## config.mk

```make
export PLATFORM = sky130hd
export DESIGN_NAME = uart_rx
export DESIGN_NICKNAME = d
export VERILOG_FILES = /design/src/rtl/uart_rx_pkg.sv /design/src/rtl/uart_rx_sync2.sv /design/src/rtl/uart_rx.sv
export SDC_FILE = /design/constraint.sdc
export NUM_CORES = 1
export LEC_CHECK = 0
export CELL_PAD_IN_SITES_DETAIL_PLACEMENT = 1
export CELL_PAD_IN_SITES_GLOBAL_PLACEMENT = 2
export CORE_AREA = 2 2 71 73
export DETAILED_ROUTE_END_ITERATION = 10
export DIE_AREA = 0 0 73 75
export PLACE_DENSITY_LB_ADDON = 0.08
export SETUP_SLACK_MARGIN = 0.5
export SLEW_MARGIN = 20
export SYNTH_ARGS = -nofsm -noshare
export SYNTH_HDL_FRONTEND = slang
export SYNTH_SLANG_ARGS = --single-unit
```

## constraint.sdc

```tcl
create_clock -name clk -period 2.45 [get_ports clk]
set_input_delay 0.6125 -clock clk [delete_from_list [all_inputs] [get_ports clk]]
set_output_delay 0.6125 -clock clk [all_outputs]
set_load 0.03 [all_outputs]
```

## src/rtl/uart_rx_pkg.sv

```systemverilog
// Shared UART frame definitions: FSM state encodings, frame constants and
// baud-timing helper used by the receive path.
package uart_rx_pkg;

  typedef enum logic [2:0] {
    ST_IDLE  = 3'd0,
    ST_START = 3'd1,
    ST_DATA  = 3'd2,
    ST_STOP  = 3'd3,
    ST_BREAK = 3'd4
  } rx_state_e;

  localparam int unsigned DATA_BITS  = 8;
  localparam logic        IDLE_LEVEL = 1'b1;

  // Clocks per serial bit, truncated like the transmitter does.
  function automatic int unsigned clks_per_bit(input int unsigned freq_hz,
                                               input int unsigned baud);
    return freq_hz / baud;
  endfunction

endpackage

```

## src/rtl/uart_rx_sync2.sv

```systemverilog
// Generic two-flop synchronizer for a single asynchronous input.
// Both flops come out of reset at RST_VAL so an idle line reads idle at once.
module sync2 #(
  parameter logic RST_VAL = 1'b1
) (
  input  logic clk,
  input  logic rst,
  input  logic d,
  output logic q
);

  logic meta_r;
  logic q_r;

  // Two-stage capture of the asynchronous input
  always_ff @(posedge clk) begin
    if (rst) begin
      meta_r <= RST_VAL;
      q_r    <= RST_VAL;
    end else begin
      meta_r <= d;
      q_r    <= meta_r;
    end
  end

  assign q = q_r;

endmodule

```

## src/rtl/uart_rx.sv

```systemverilog
// 8N1 UART receiver: mid-bit sampling timed directly on clk, one-cycle done
// strobe with the received byte and a framing-error flag.
module uart_rx
  import uart_rx_pkg::*;
#(
  parameter int unsigned clk_freq  = 1000000,
  parameter int unsigned baud_rate = 9600
) (
  input  logic       clk,
  input  logic       rst,
  input  logic       rx,
  output logic [7:0] rx_data,
  output logic       doneRx,
  output logic       frame_err,
  output logic       busy
);

  localparam int unsigned CLKS_PER_BIT = clks_per_bit(clk_freq, baud_rate);
  localparam int unsigned HALF_BIT     = CLKS_PER_BIT / 2;
  localparam int unsigned TMR_W        = $clog2(CLKS_PER_BIT);

  localparam logic [TMR_W-1:0] TMR_HALF = TMR_W'(HALF_BIT - 1);
  localparam logic [TMR_W-1:0] TMR_LAST = TMR_W'(CLKS_PER_BIT - 1);
  localparam logic [TMR_W-1:0] TMR_ZERO = {TMR_W{1'b0}};
  localparam logic [TMR_W-1:0] TMR_ONE  = TMR_W'(1);
  localparam logic [2:0]       IDX_LAST = 3'(DATA_BITS - 1);

  logic             rx_s;
  rx_state_e        state_r,  state_nxt_s;
  logic [TMR_W-1:0] timer_r,  timer_nxt_s;
  logic [2:0]       idx_r,    idx_nxt_s;
  logic [7:0]       shreg_r,  shreg_nxt_s;
  logic [7:0]       data_r,   data_nxt_s;
  logic             ferr_r,   ferr_nxt_s;
  logic             done_r,   done_nxt_s;
  logic             busy_r,   busy_nxt_s;
  logic             tick_s;

  sync2 #(
    .RST_VAL (IDLE_LEVEL)
  ) u_rx_sync (
    .clk (clk),
    .rst (rst),
    .d   (rx),
    .q   (rx_s)
  );

  // State and datapath registers
  always_ff @(posedge clk) begin
    if (rst) begin
      state_r <= ST_IDLE;
      timer_r <= TMR_ZERO;
      idx_r   <= 3'd0;
      shreg_r <= 8'h00;
      data_r  <= 8'h00;
      ferr_r  <= 1'b0;
      done_r  <= 1'b0;
      busy_r  <= 1'b0;
    end else begin
      state_r <= state_nxt_s;
      timer_r <= timer_nxt_s;
      idx_r   <= idx_nxt_s;
      shreg_r <= shreg_nxt_s;
      data_r  <= data_nxt_s;
      ferr_r  <= ferr_nxt_s;
      done_r  <= done_nxt_s;
      busy_r  <= busy_nxt_s;
    end
  end

  assign tick_s = (timer_r == TMR_LAST);

  // Next-state, bit timing and frame assembly
  always_comb begin
    state_nxt_s = state_r;
    timer_nxt_s = tick_s ? TMR_ZERO : (timer_r + TMR_ONE);
    idx_nxt_s   = idx_r;
    shreg_nxt_s = shreg_r;
    data_nxt_s  = data_r;
    ferr_nxt_s  = ferr_r;
    done_nxt_s  = 1'b0;
    busy_nxt_s  = busy_r;

    case (state_r)
      ST_IDLE: begin
        timer_nxt_s = TMR_ZERO;
        if (rx_s != IDLE_LEVEL) begin
          state_nxt_s = ST_START;
          busy_nxt_s  = 1'b1;
        end else begin
          busy_nxt_s  = 1'b0;
        end
      end

      ST_START: begin
        if (timer_r == TMR_HALF) begin
          if (rx_s == IDLE_LEVEL) begin
            // Start bit did not survive to mid-bit: treat as a glitch.
            state_nxt_s = ST_IDLE;
            busy_nxt_s  = 1'b0;
          end else begin
            state_nxt_s = ST_DATA;
            timer_nxt_s = TMR_ZERO;
            idx_nxt_s   = 3'd0;
          end
        end else begin
          state_nxt_s = ST_START;
        end
      end

      ST_DATA: begin
        if (tick_s) begin
          shreg_nxt_s[idx_r] = rx_s;
          if (idx_r == IDX_LAST) begin
            state_nxt_s = ST_STOP;
          end else begin
            idx_nxt_s = idx_r + 3'd1;
          end
        end else begin
          state_nxt_s = ST_DATA;
        end
      end

      ST_STOP: begin
        if (tick_s) begin
          data_nxt_s = shreg_r;
          ferr_nxt_s = ~rx_s;
          done_nxt_s = 1'b1;
          // Leaving at mid-stop lets a back-to-back start edge be caught.
          state_nxt_s = (rx_s == IDLE_LEVEL) ? ST_IDLE : ST_BREAK;
        end else begin
          state_nxt_s = ST_STOP;
        end
      end

      ST_BREAK: begin
        if (rx_s == IDLE_LEVEL) begin
          state_nxt_s = ST_IDLE;
        end else begin
          state_nxt_s = ST_BREAK;
        end
      end

      default: begin
        state_nxt_s = ST_IDLE;
        timer_nxt_s = TMR_ZERO;
        busy_nxt_s  = 1'b0;
      end
    endcase
  end

  assign rx_data   = data_r;
  assign doneRx    = done_r;
  assign frame_err = ferr_r;
  assign busy      = busy_r;

endmodule
```

==> summary.txt <==
Hold path
  • Hold path depth: 1
  • Hold WC Path Type: reg -> reg

CTS
  • Clock buffer depth: 2
  • CTS tree: yes
  • Clock latency on the worst-skew pair: 280 ps
  • CTS H-Tree Depth: 2
  • Clock sinks: 34
  • Root Buffer: clkbuf_8
  • Post-CTS Setup Bufs: 0
  • Clock slew seen by the registers of the worst setup and hold paths: 60 ps
  • CTS Buf Count: 5

Die
  • Starting Density: 0.333
  • Io pins: 14
  • Row count: 25
  • Die Ht: 75 µm
  • DIE AREA: 0.00548 mm²
  • Placeable core area: 0.00466 mm²
  • Die X: 73 µm

Timing
  • Final setup skew: 5.30 ps
  • Final Max Slew Viols: 0
  • Final hold vios: 0
  • Final min period: 1900 ps
  • Measured slew at the worst slew-check pin: 509 ps
  • Ratio of final minimum period to clock period: 0.776
  • Setup repair after global routing missed its margin: false
  • Setup-failing EPs final: 0
  • Fmax: 0.526 GHz
  • Slew margin rel.: 0.657
  • Final worst slack: 550 ps
  • Setup TNS: 0 ps
  • Fin Hold WS: 412 ps

Logic synthesis
  • Distinct cells, synth: 39
  • Yosys warning total: 0
  • Syn avg cell area: 8.92 µm²
  • Synth Instances: 174
  • Most used DFF post-synth: dfxtp_1
  • EDFF count, synth: 0
  • Post-synthesis async set-or-reset flop share: 0
  • Synth Register Bits: 34
  • Post-synthesis sequential area ratio: 0.438
  • Synth Cell Area: 0.00155 mm²
  • Synth Net Count: 180

Drt
  • Vias: 1284
  • Number of remaining DRC errors: 0
  • Antenna viol nets, final: 0
  • Initial drt markers: 32
  • WL/cell: 15.1 µm
  • Total Wirelength: 3610 µm
  • DR pass1 iterations: 4
  • Via-per-instance ratio: 5.37

Placement
  • PortBufs: 13
  • DP HPWL: 2560 µm
  • Dpl ws: 464 ps
  • Area after DPL: 0.00173 mm²
  • GPL Wtd Cong: 0.703

Run
  • Maxcap violations: 0

Worst setup path
  • Max stage delay cell, worst path: clkdlybuf4s50_1
  • Startpoint Class: flip-flop
  • Slowest Stage Delay on Critical Path: 680 ps
  • CP top delay family: buffers and inverters
  • Crit-path cells: clkdlybuf4s50_1
  • CP required: 1840 ps
  • Critical Path End Type: output port
  • Worst reg2reg path depth: 6
  • Stages on the worst setup path: 1
  • WP buf/inv: 1
  • Worst-path fanout max: 2
  • CP arrival: 1290 ps
  • WS Path Type: reg -> out

Global route
  • Total GRT Usage: 0.147
  • First-pass GRT wire length: 6160 µm
  • Initial antenna violation count: 0
  • Largest net degree at the start of global routing: 25
  • Grt total ovfl: 0
  • Vias in the first global route: 1341

Pwr
  • Leak: 0.000676 µW
  • Max VDD drop: 212 µV
  • PwrDens: 539 mW/mm²

Finish
  • Ant. Diodes: 0
  • Final core utilization: 0.394
  • Highest-count cells in the layout ignoring fill and taps: dfxtp_1 (32), nor2_1 (22), mux2i_1 (14)
  • Post-route cell area: 0.00184 mm²
  • Nets: 192
  • Commonest non-fill, non-tap cell in the layout: dfxtp_1
  • Area delta synth->final: 18.3%
  • Fraction of layout cells with a size suffix above 1: 0.135

Status
  • Status: completed
-- per-stage QoR --
| stage | cells | power [µW] |
|---|---|---|
| 3_5_place_dp | 233 | 599 |
| 3_3_place_gp | 233 | 599 |
| 2_1_floorplan | 174 | 590 |
| 5_1_grt | 239 | 1040 |
| 6_report | 239 | 991 |
| 4_1_cts | 239 | 1010 |
-- where the power goes --
part | internal (µW) | switching (µW)
registers | 556 | 5.79
logic | 10.7 | 14.5
clock network | 217 | 187
total | 783 | 208
-- per-layer routing --
layer | part of all wire | global-route usage | routed length, µm
met1 | 0.46 | 0.175 | 1650
met2 | 0.50 | 0.251 | 1800
met3 | 0.023 | 0.0415 | 83
met4 | 0.019 | 0.0556 | 68
met5 | 0 | 0 | 0
-- Yosys cell counts, types with 3 or more instances --
cell | n | area share
or4_1 | 3 | 0.015
nand2b_1 | 4 | 0.016
nor3_1 | 4 | 0.013
or3b_2 | 3 | 0.017
ha_1 | 3 | 0.024
nand2_1 | 8 | 0.019
dfxtp_1 | 34 | 0.44
a21o_1 | 3 | 0.015
nor2_1 | 22 | 0.053
buf_2 | 4 | 0.013
nand4_1 | 4 | 0.016
nor4_1 | 6 | 0.024
mux2i_1 | 14 | 0.090
nand3_1 | 7 | 0.023
or2_2 | 3 | 0.012
clkbuf_1 | 8 | 0.019
a21oi_1 | 12 | 0.039
-- state kept, by name, summed over array words and instances (netlist names) --
name	count
u_rx_sync.q	1
state_r	3
shreg_r	8
frame_err	1
busy	1
doneRx	1
idx_r	3
timer_r	7
rx_data	8
u_rx_sync.meta_r	1
-- final cells by class --
class,count,area (µm²)
well taps,54,67.6
clock buffers,6,82.6
multi-input cells,125,826
flip-flops and latches,34,683
inverters,2,7.51
fillers,534,2820
repair buffers,18,170
-- kinds of logic (layout without fill, tap and decap cells) --
group                    Yosys count  in the layout  share of synthesized area
AND/OR/NAND/NOR                   78             78                      0.278
flip-flops                        34             34                      0.438
AO/OA/AOI/OAI                     26             26                      0.102
buffers and inverters             15             26                     0.0443
multiplexers                      14             14                     0.0902
XOR/XNOR                           4              4                     0.0226
adder cells (fa/ha/maj)            3              3                     0.0242
-- final timing paths --
| kind | start | end | slack [ps] |
|---|---|---|---|
| worst min-delay path | u_rx_sync.meta_r$_SDFF_PP1_ | u_rx_sync.q$_SDFF_PP1_ | 410 |
| worst max-delay path | rx_data[1]$_SDFFE_PP0P_ | rx_data[1] | 550 |
| worst max register to register | timer_r[0]$_SDFF_PP0_ | idx_r[0]$_SDFFE_PP0P_ | 600 |
| worst min register to register | u_rx_sync.meta_r$_SDFF_PP1_ | u_rx_sync.q$_SDFF_PP1_ | 410 |
-- what timing repair did --
item | in CTS | in global routing
hold endpoints to repair | 0 | 0
hold buffers | 0 | 0
resized for setup | 4 | 4
gates cloned | 0 | 0
setup endpoints to repair | 1 | 9
(Power assumes the default switching activity.)
